File: src/rtl/dm_axi_master.sv
// CPU data-memory port to AXI4 master bridge: one single-beat read or write in flight at a time,
// stalling the CPU until the bus transfer completes.
module dm_axi_master #(
  parameter logic [31:0] BASE_ADDR = 32'h0001_0000,
  parameter logic [3:0]  AXI_ID    = 4'd1
) (
  input  logic        clk,
  input  logic        rst,
  input  logic        DM_CEB,
  input  logic        dm_web,
  input  logic [14:0] dm_addr,
  input  logic [31:0] dm_data_in,
  input  logic [31:0] dm_bweb,
  output logic        DM_STOP,
  output logic [31:0] dm_data_out,
  output logic        dm_bus_err,
  output logic [3:0]  ARID,
  output logic [31:0] ARADDR,
  output logic [3:0]  ARLEN,
  output logic [2:0]  ARSIZE,
  output logic [1:0]  ARBURST,
  output logic        ARVALID,
  input  logic        ARREADY,
  input  logic [3:0]  RID,
  input  logic [31:0] RDATA,
  input  logic [1:0]  RRESP,
  input  logic        RLAST,
  input  logic        RVALID,
  output logic        RREADY,
  output logic [3:0]  AWID,
  output logic [31:0] AWADDR,
  output logic [3:0]  AWLEN,
  output logic [2:0]  AWSIZE,
  output logic [1:0]  AWBURST,
  output logic        AWVALID,
  input  logic        AWREADY,
  output logic [31:0] WDATA,
  output logic [3:0]  WSTRB,
  output logic        WLAST,
  output logic        WVALID,
  input  logic        WREADY,
  input  logic [3:0]  BID,
  input  logic [1:0]  BRESP,
  input  logic        BVALID,
  output logic        BREADY
);

  typedef enum logic [2:0] {StIdle, StRdAddr, StRdData, StWrReq, StWrResp, StDone} state_e;

  state_e      state_q, state_d;
  logic [31:0] addr_q, addr_d;
  logic [31:0] wdata_q, wdata_d;
  logic [3:0]  wstrb_q, wstrb_d;
  logic        aw_done_q, aw_done_d;
  logic        w_done_q, w_done_d;
  logic [31:0] rdata_q, rdata_d;
  logic        bus_err_q, bus_err_d;
  logic        aw_hs, w_hs;

  // IDs, RLAST and the non-sampled mask bits carry no information for single-beat transfers.
  logic unused_inputs;
  assign unused_inputs = ^{RID, RLAST, BID, dm_bweb};

  assign ARID    = AXI_ID;
  assign AWID    = AXI_ID;
  assign ARLEN   = 4'd0;
  assign AWLEN   = 4'd0;
  assign ARSIZE  = 3'b010;
  assign AWSIZE  = 3'b010;
  assign ARBURST = 2'b01;
  assign AWBURST = 2'b01;
  assign WLAST   = 1'b1;
  assign ARADDR  = addr_q;
  assign AWADDR  = addr_q;
  assign WDATA   = wdata_q;
  assign WSTRB   = wstrb_q;
  assign dm_data_out = rdata_q;
  assign dm_bus_err  = bus_err_q;

  always_comb begin
    state_d   = state_q;
    addr_d    = addr_q;
    wdata_d   = wdata_q;
    wstrb_d   = wstrb_q;
    aw_done_d = aw_done_q;
    w_done_d  = w_done_q;
    rdata_d   = rdata_q;
    bus_err_d = bus_err_q;
    DM_STOP   = 1'b0;
    ARVALID   = 1'b0;
    RREADY    = 1'b0;
    AWVALID   = 1'b0;
    WVALID    = 1'b0;
    BREADY    = 1'b0;
    aw_hs     = 1'b0;
    w_hs      = 1'b0;
    unique case (state_q)
      StIdle: begin
        DM_STOP = ~DM_CEB;
        if (!DM_CEB) begin
          addr_d    = BASE_ADDR + {15'b0, dm_addr, 2'b00};
          wdata_d   = dm_data_in;
          wstrb_d   = ~{dm_bweb[24], dm_bweb[16], dm_bweb[8], dm_bweb[0]};
          aw_done_d = 1'b0;
          w_done_d  = 1'b0;
          state_d   = dm_web ? StRdAddr : StWrReq;
        end
      end
      StRdAddr: begin
        DM_STOP = 1'b1;
        ARVALID = 1'b1;
        if (ARREADY) state_d = StRdData;
      end
      StRdData: begin
        DM_STOP = 1'b1;
        RREADY  = 1'b1;
        if (RVALID) begin
          rdata_d = RDATA;
          if (RRESP != 2'b00) bus_err_d = 1'b1;
          state_d = StDone;
        end
      end
      StWrReq: begin
        DM_STOP = 1'b1;
        AWVALID = ~aw_done_q;
        WVALID  = ~w_done_q;
        aw_hs   = AWVALID & AWREADY;
        w_hs    = WVALID & WREADY;
        // Both channels may finish in the same cycle or in either order.
        if ((aw_done_q | aw_hs) && (w_done_q | w_hs)) begin
          aw_done_d = 1'b0;
          w_done_d  = 1'b0;
          state_d   = StWrResp;
        end else begin
          aw_done_d = aw_done_q | aw_hs;
          w_done_d  = w_done_q | w_hs;
        end
      end
      StWrResp: begin
        DM_STOP = 1'b1;
        BREADY  = 1'b1;
        if (BVALID) begin
          if (BRESP != 2'b00) bus_err_d = 1'b1;
          state_d = StDone;
        end
      end
      StDone:  state_d = StIdle;
      default: state_d = StIdle;
    endcase
  end

  always_ff @(posedge clk) begin
    if (rst) begin
      state_q   <= StIdle;
      addr_q    <= 32'd0;
      wdata_q   <= 32'd0;
      wstrb_q   <= 4'd0;
      aw_done_q <= 1'b0;
      w_done_q  <= 1'b0;
      rdata_q   <= 32'd0;
      bus_err_q <= 1'b0;
    end else begin
      state_q   <= state_d;
      addr_q    <= addr_d;
      wdata_q   <= wdata_d;
      wstrb_q   <= wstrb_d;
      aw_done_q <= aw_done_d;
      w_done_q  <= w_done_d;
      rdata_q   <= rdata_d;
      bus_err_q <= bus_err_d;
    end
  end

endmodule

File: config.mk
export PLATFORM = sky130hd
export DESIGN_NAME = dm_axi_master
export DESIGN_NICKNAME = d
export VERILOG_FILES = /design/src/rtl/dm_axi_master.sv
export SDC_FILE = /design/constraint.sdc
export NUM_CORES = 1
export LEC_CHECK = 0
export CORE_AREA = 2 2 117 119
export CTS_CLUSTER_DIAMETER = 80
export DETAILED_ROUTE_END_ITERATION = 16
export DIE_AREA = 0 0 119 121
export PLACE_DENSITY = 0.75
export SLEW_MARGIN = 20
export SYNTH_ARGS = -nofsm -noshare
export SYNTH_HDL_FRONTEND = slang
export SYNTH_SLANG_ARGS = --single-unit
File: constraint.sdc
create_clock -name clk -period 3.1 [get_ports clk]
set_input_delay 0.465 -clock clk [delete_from_list [all_inputs] [get_ports clk]]
set_output_delay 0.465 -clock clk [all_outputs]
set_load 0.005 [all_outputs]
# Yosys cells after proc, flatten, opt, wreduce, memory -nomap -nowiden
# Index checks and enable logic that the tools add are counted.
[classes]
muxes = 23
n_eq_ne = 11
n_addsub = 1
shifts = 0
reduce_logical = 12
n_lt_le_gt_ge = 0
multipliers = 0
bitwise = 8
n_div = 0
[op_table]
columns = ["operator", "count"]
rows = [
  ["$add 17x17->18 const A", 1],
  ["$mux 3", 5],
  ["$pmux 3 s5", 1],
  ["$ne 2x2->1 const B", 7],
  ["$mux 1", 12],
  ["$reduce_and 5->1", 2],
  ["$pmux 1 s2", 4],
  ["$reduce_bool 2->1", 4],
  ["$eq 3x2->1 const B", 2],
  ["$reduce_and 2->1", 3],
  ["$not 4->4", 1],
  ["$reduce_or 4->1", 1],
  ["$eq 3x1->1 const B", 1],
  ["$eq 3x3->1 const B", 1],
  ["$logic_not 3->1", 1],
  ["$not 1->1", 3],
  ["$and 1x1->1", 2],
  ["$mux 2", 1],
  ["$or 1x1->1", 2],
  ["$logic_and 1x1->1", 1],
]
[word_totals]
memories = 0
ff_bits = 106
ramBits = 0
latchBits = 0
in_bits = 133
elab_cells = 63
out_inout_bits = 166
rom_bits = 0

# Depth between registers and ports, before layout
# Gate-level depths: netlist of run 1.
[depth]
ltp_word = 6
depth_mapped = 6
depth_no_buf = 3

# Worst setup path after synthesis of run 1
# Ideal clock, no wire load.
[synth_path]
path_type = "register to register"
start = "reg state_q[0]"
end = "reg wdata_q[23], in the netlist WDATA[23]"
path_buffers = 3
stages_incl_launch_ff = 7
required_ns = 2.968
setup_ns = 0.132
arrival_time_ns = 1.283
path_slack_ns = 1.684
cell_sequence = "dfxtp_1 > buf_2 > or4_4 > buf_6 > buf_6 > nand2_1 > a21oi_1"
[synth_between]
elab_chain_len = 2
[synth_rtl]
columns = ["item", "line_no", "rtl"]
rows = [
  ["start: declaration", "50", "state_e state_q, state_d;"],
  ["start signal: assignment", "154", "state_q <= StIdle;"],
  ["start signal: assignment", "163", "state_q <= state_d;"],
  ["$logic_not 3->1", "97", "unique case (state_q)"],
  ["$reduce_and 2->1 (no line)", "--", ""],
  ["end signal: assignment", "165", "wdata_q <= wdata_d;"],
  ["end: declaration", "52", "logic [31:0] wdata_q, wdata_d;"],
]
# Every way passes these cells.
# A chain may end at the register's enable or synchronous reset.

# Worst setup path in the final report of run 1
[layout_path]
start = "reg state_q[2]"
end = "out BREADY"
[layout_between]
elab_chain_len = 2
[layout_rtl]
columns = ["item", "line_no", "rtl"]
rows = [
  ["$eq 3x3->1", "97", ""],
  ["$mux 1", "97", ""],
  ["end: declaration", "45", "output logic BREADY"],
]
# Every way passes these cells.

==> Implementation_results.wiki, run 1 <==
{| class="wikitable"
! Metric !! Value
|-
| Aggregate global routing overflow || 0
|-
| Hold Buf Count CTS || 0
|-
| Maximum number of pins on one net before global-route repair || 93
|-
| Setup repair after global routing missed its margin || false
|-
| Number of core rows || 42
|-
| Overall Global Routing Usage || 13.6%
|-
| CP Launch Type || flip-flop
|-
| Post-detailed-placement half-perimeter wirelength || 7.00 mm
|-
| Worst-Margin Slew || 0.982 ns
|-
| Skew-Pair Late Insertion Delay || 0.34 ns
|-
| Final hold vios || 0
|-
| Total standard cell area after synthesis || 3900 sq um
|-
| Chip height || 121 microns
|-
| Core Util, Final || 45.8%
|-
| Maximum clock skew at final layout || 0.00396 ns
|-
| Pre-CTS setup slack || 0.808 ns
|-
| Starting DRC count in detailed routing || 122
|-
| Endpoint class of the critical path || output port
|-
| Final RePlAce weighted congestion || 0.719
|-
| Post-CTS setup repair buffer count || 0
|-
| Min cycle time layout || 2.47 ns
|-
| Run status || finished, final reports clean
|-
| Largest voltage drop on the vdd net || 424 uV
|-
| DR WL/cell || 12.0 microns
|-
| Worst slew slack as a fraction of its limit || 34.5%
|-
| Required time of the worst setup path || 2.63 ns
|-
| Data arrival time at the worst-slack endpoint || 2.00 ns
|-
| Register area share after synthesis || 46.2%
|-
| Clock-pin transition on the worst setup and hold timing paths || 0.06 ns
|-
| Iteration count of the initial detailed-routing pass || 6
|-
| Count of nets after finishing || 789
|-
| Clock Root Buffer || sky130_fd_sc_hd__clkbuf_16
|-
| Detailed-route wire length on metal 1 || 3.89 mm
|-
| CTS tree || yes
|-
| Critical-path maximum fanout || 17
|-
| Final-layout fill cell count || 1,290
|-
| Number of primary I/O pins || 299
|-
| Share of cells above drive strength 1 || 3.63%
|-
| Starting density of the core || 29.8%
|-
| Global-route wire length before repair || 15.6 mm
|-
| Synth Warn # || 0
|-
| Vias per cell || 4.25
|-
| Level count of the clock H-tree || 3
|-
| Via count of the first global-routing pass || 3,148
|-
| Core Region || 13,100 sq um
|-
| Area growth syn-to-layout || 53.7%
|-
| Post-route setup TNS || 0 ns
|-
| Routed met3 length || 1.07 mm
|-
| Final number of max-transition violations || 0
|-
| Initial antenna violation count || 0
|-
| Per-instance average area after synthesis || 7.94 sq um
|-
| Die X-Extent || 119 microns
|-
| DR DRC count || 0
|-
| Number of setup violations in the final report || 0
|-
| Type of the worst setup path || flip-flop to output port
|-
| Total via count in the routed design || 3,557
|-
| Flip-flop and latch count after synthesis || 90
|-
| Full die area || 14,400 sq um
|-
| Maximum buffer depth of the clock tree || 2
|-
| Placed inst area || 5670 sq um
|-
| Number of sinks handled by clock tree synthesis || 90
|-
| Design Area, Final || 6000 sq um
|-
| Number of instances in the synthesized netlist || 491
|-
| Highest clock frequency the design can meet || 405 MHz
|-
| Total inserted antenna cells || 0
|-
| Routed length on met2 || 4.94 mm
|-
| Post-route clock period utilization || 79.7%
|-
| Number of distinct library cells after synthesis || 36
|-
| Tot Pwr || 3390 uW
|-
| Maximum capacitance violations || 0
|-
| Detailed-route wire length || 10.1 mm
|-
| Number of I/O port buffers || 202
|-
| Fin worst setup slack || 0.630 ns
|-
| Number of nets with antenna violations after detailed routing || 0
|-
| Power density cells || 566 nW/um^2
|-
| Highest routed metal layer || met4
|-
| Worst hold path type || flip-flop to flip-flop
|-
| Leakage power of the design || 0.00220 uW
|-
| CTS buffer count || 9
|-
| Resized Gates After CTS || 0
|}
[sequential cells by signal, summed over array words and instances, names as in the netlist]
register and cells:
WDATA 32, dm_data_out 32, WSTRB 4, state_q 3, w_done_q 1, dm_bus_err 1, aw_done_q 1, ARADDR 16
[layer usage]
metal	up-vias	GRT usage [%]
li1	1787	-
met4	0	4.99
met5	-	0
met2	164	23.0
met1	1591	14.9
met3	15	6.20
[synth_stat cells, drive strengths merged]
cell / n / share of area (%)
o22a: 2 / 0.45
nor2b: 2 / 0.32
nand2: 160 / 15
mux2i: 1 / 0.26
and3b: 1 / 0.22
nand4bb: 1 / 0.29
a2111o: 1 / 0.29
inv: 1 / 0.096
o21ai: 2 / 0.26
nor3b: 2 / 0.38
nor4bb: 1 / 0.26
dfxtp: 90 / 46
o211ai: 2 / 0.38
nor3: 2 / 0.26
nor2: 9 / 0.87
mux2: 1 / 0.29
nor4: 1 / 0.16
or4: 1 / 0.29
or4b: 1 / 0.26
conb: 2 / 0.19
a211oi: 5 / 0.96
nand2b: 1 / 0.16
or4bb: 1 / 0.29
o21a: 1 / 0.19
a21boi: 1 / 0.19
buf: 95 / 18
a21oi: 86 / 11
a2111oi: 1 / 0.26
a32oi: 2 / 0.45
clkbuf: 13 / 1.3
or3: 1 / 0.16
nand3b: 1 / 0.19
[path summary, 6_finish.rpt]
check | depth (start not counted) | to | from | slack (ns)
min reg2reg | 2 | dm_data_out[21]$_SDFFE_PP0P_ | dm_data_out[21]$_SDFFE_PP0P_ | 0.45
max reg2reg | 3 | WDATA[21]$_SDFFE_PP0P_ | state_q[2]$_SDFFE_PP0P_ | 1.30
max | 2 | BREADY | state_q[2]$_SDFFE_PP0P_ | 0.63
min | 2 | dm_data_out[21]$_SDFFE_PP0P_ | dm_data_out[21]$_SDFFE_PP0P_ | 0.45
[logic make-up (layout without fill, tap and decap cells)]
logic type	Yosys count	in the layout	share of synthesized area (%)
simple gates	185	185	19.5
buf+inv	109	222	19.1
compound gates	103	103	14.5
flops	90	90	46.2
other cells	2	59	0.193
mux	2	2	0.545
[layout make-up]
| cell class | count | area [sq um] | share of cell area (%) |
|---|---|---|---|
| clock inverters | 6 | 87.6 | 1.46 |
| multi-input cells | 349 | 1590 | 26.5 |
| flip-flops and latches | 90 | 1800 | 30.1 |
| repair buffers | 205 | 2050 | 34.3 |
| clock buffers | 10 | 239 | 3.99 |
| inverters | 1 | 3.75 | 0.0626 |
| well taps | 176 | 220 | 3.67 |
[report_power, final]
| group | leakage, uW | switching, uW | internal, uW | total, uW |
|---|---|---|---|---|
| logic | 0.00131 | 354 | 477 | 831 |
| clock network | 0.000163 | 455 | 731 | 1190 |
| registers | 0.000734 | 96.9 | 1280 | 1380 |
| total | 0.00220 | 906 | 2490 | 3390 |
[per-stage QoR]
step           hold slack, ns  cells
4_1_cts                 0.454    837
3_3_place_gp            0.440    821
6_report                0.451    837
2_1_floorplan           0.453    548
5_1_grt                 0.468    837
3_5_place_dp            0.446    821
[placed cells by master (no fill, tap or decap), drive strengths merged, types with 2 or more instances in the layout]
cell and n:
nor2 9, dfxtp 90, o21ai 2, conb 59
buf 4, nor2b 2, o211ai 2, a32oi 2
nor3b 2, a21oi 86, a211oi 5, clkdlybuf4s50 201
clkbuf 10, o22a 2, inv 3, clkinv 2
nor3 2, nand2 160, bufinv 2
[worst max-delay path, stage by stage (launching register included)]
cell and delay (ns):
sky130_fd_sc_hd__dfxtp_1 0.68, sky130_fd_sc_hd__nor3b_1 0.41, sky130_fd_sc_hd__clkdlybuf4s50_1 0.58
Note: power is estimated with default switching activity, not from simulation.
==> run 2: changes to the inputs <==
- clock period: 3.1 -> 2.3 ns (I/O delays scaled with it)
==> run 2 against run 1 <==
Against the previous run: critical path depth stayed put; flip-flop and latch count unchanged; global-route usage rose by 0.15 points; clock-buffer cell count unchanged; sequential share of layout area decreased by 0.18 points; worst hold slack got worse by 0.0043 ns; sequential power rose by 34%; first-iteration DRC count grew 23%; routed wire length increased by 0.71%.
==> Implementation_results.wiki, run 2 (synthesized netlist as in run 1, its figures left out) <==
{| class="wikitable"
! Metric !! Value
|-
| Cell Count, Final, Fillers Out || 840
|-
| Critical-path maximum fanout || 11
|-
| Worst slew slack as a fraction of its limit || 61.4%
|-
| Post-route setup TNS || 0 ns
|-
| Chip height || 121 microns
|-
| Post-route clock period utilization || 88.5%
|-
| Worst path top cell family by delay || buffers and inverters
|-
| Leakage power of the design || 0.00222 uW
|-
| Buffering stage count on the worst path with inverters included || 1
|-
| Crit-path max cell delay || 0.56 ns
|-
| Highest clock frequency the design can meet || 491 MHz
|-
| Vias per cell || 4.17
|-
| Clock-pin transition on the worst setup and hold timing paths || 0.07 ns
|-
| Die X-Extent || 119 microns
|-
| Largest voltage drop on the vdd net || 388 uV
|-
| Starting DRC count in detailed routing || 150
|-
| Full die area || 14,400 sq um
|-
| Required time of the worst setup path || 1.96 ns
|-
| Multi-input combinational cell area || 1590 sq um
|-
| Level count of the clock H-tree || 3
|-
| Starting density of the core || 29.8%
|-
| Core Region || 13,100 sq um
|-
| Number of sinks handled by clock tree synthesis || 90
|-
| Sequence of cells on the critical path || nor3b_1 -> clkdlybuf4s50_1
|-
| CP Launch Type || flip-flop
|-
| Global-route wire length before repair || 15.7 mm
|-
| Run status || finished, final reports clean
|-
| Placed inst area || 5700 sq um
|-
| Aggregate global routing overflow || 0
|-
| Overall Global Routing Usage || 13.7%
|-
| Number of setup violations in the final report || 0
|-
| Min cycle time layout || 2.03 ns
|-
| Data arrival time at the worst-slack endpoint || 1.69 ns
|-
| Maximum buffer depth of the clock tree || 2
|-
| Sequential Area || 1800 sq um
|-
| Final number of max-transition violations || 0
|-
| Detailed-route wire length || 10.1 mm
|-
| Commonest non-fill, non-tap cells in the layout || sky130_fd_sc_hd__clkdlybuf4s50_1 (201), sky130_fd_sc_hd__nand2_1 (160), sky130_fd_sc_hd__dfxtp_1 (88)
|-
| Share of cells above drive strength 1 || 4.37%
|-
| CTS tree || yes
|-
| Final-layout fill cell count || 1,290
|-
| Instance count along the most critical hold path || 2
|-
| Slowest CP cell || sky130_fd_sc_hd__clkdlybuf4s50_1
|-
| Setup repair after global routing missed its margin || false
|-
| Commonest non-fill, non-tap cell in the layout || sky130_fd_sc_hd__clkdlybuf4s50_1
|-
| Type of the worst setup path || flip-flop to output port
|-
| Final hold vios || 0
|-
| Final RePlAce weighted congestion || 0.707
|-
| Maximum number of pins on one net before global-route repair || 57
|-
| Endpoint class of the critical path || output port
|-
| Number of primary I/O pins || 299
|-
| Number of core rows || 42
|-
| Clock Root Buffer || sky130_fd_sc_hd__clkbuf_16
|-
| Post-detailed-placement half-perimeter wirelength || 7.04 mm
|-
| Total via count in the routed design || 3,505
|-
| Count of nets after finishing || 792
|-
| DR DRC count || 0
|-
| Number of gates on the worst path with buffers counted || 2
|-
| Path depth of the worst reg2reg path || 4
|-
| DR WL/cell || 12.1 microns
|-
| Total inserted antenna cells || 0
|-
| Maximum clock skew at final layout || 0.00773 ns
|-
| Number of nets with antenna violations after detailed routing || 0
|-
| DP Cell Count || 824
|-
| Number of I/O port buffers || 202
|-
| Via count of the first global-routing pass || 3,084
|-
| Design Area, Final || 6040 sq um
|-
| Worst hold path type || input port to flip-flop
|-
| Iteration count of the initial detailed-routing pass || 4
|-
| Setup slack of the most critical reg-to-reg path || 0.49 ns
|-
| Power density cells || 764 nW/um^2
|-
| CTS buffer count || 9
|-
| Worst-Margin Slew || 0.579 ns
|-
| Maximum capacitance violations || 0
|-
| Area growth syn-to-layout || 54.9%
|-
| Initial antenna violation count || 0
|-
| Skew-Pair Late Insertion Delay || 0.34 ns
|}
run 2: repair_timing:
item | 4_1_cts | 5_1_grt
buffers inserted | 0 | 0
resized for setup | 0 | 2
endpoints found under the setup margin | 0 | 5
hold buffers | 0 | 0
run 2: stage by stage:
step           util (%)  hold slack [ns]  total power [uW]  setup WS, ns
3_3_place_gp       43.6            0.440              3020         0.271
4_1_cts            46.1            0.441              4700        0.0781
2_1_floorplan         -            0.441              2490         0.884
5_1_grt            46.2            0.466              4890         0.137
6_report           46.2            0.446              4620         0.265
3_5_place_dp       43.6            0.446              3040         0.282
run 2: final timing paths:
| kind | from | end |
|---|---|---|
| setup / recovery | state_q[2]$_SDFFE_PP0P_ | BREADY |
| hold / removal | rst | w_done_q$_SDFFE_PP0P_ |
| setup reg to reg | state_q[2]$_SDFFE_PP0P_ | WDATA[6]$_SDFFE_PP0P_ |
| hold reg to reg | WDATA[11]$_SDFFE_PP0P_ | WDATA[11]$_SDFFE_PP0P_ |
run 2: report_power, final:
group	leakage (uW)	internal (uW)	switching, uW
Combinational	0.00132	653	482
Clock	0.000164	993	636
Sequential	0.000735	1730	125
run 2: layer usage:
metal	up-vias	GRT usage [%]	routed length, microns
met4	0	5.36	150
met2	158	22.2	4820
met3	10	4.93	879
li1	1793	-	-
met5	-	0	0
met1	1544	16.6	4290
run 2: final cells by class:
type,count,area share (%)
clock buffer,10,3.96
clock inverter,6,1.57
inverter,1,0.0621
multi-input combinational,349,26.3
sequential,90,29.9
tap,176,3.65
timing repair buffer,208,34.6
run 2: worst register-to-register path, cell delays in order (launching register included):
cell and delay [ns]:
sky130_fd_sc_hd__dfxtp_1 0.40, sky130_fd_sc_hd__buf_4 0.21, sky130_fd_sc_hd__or4_4 0.81, sky130_fd_sc_hd__nand2_1 0.18, sky130_fd_sc_hd__a21oi_1 0.07
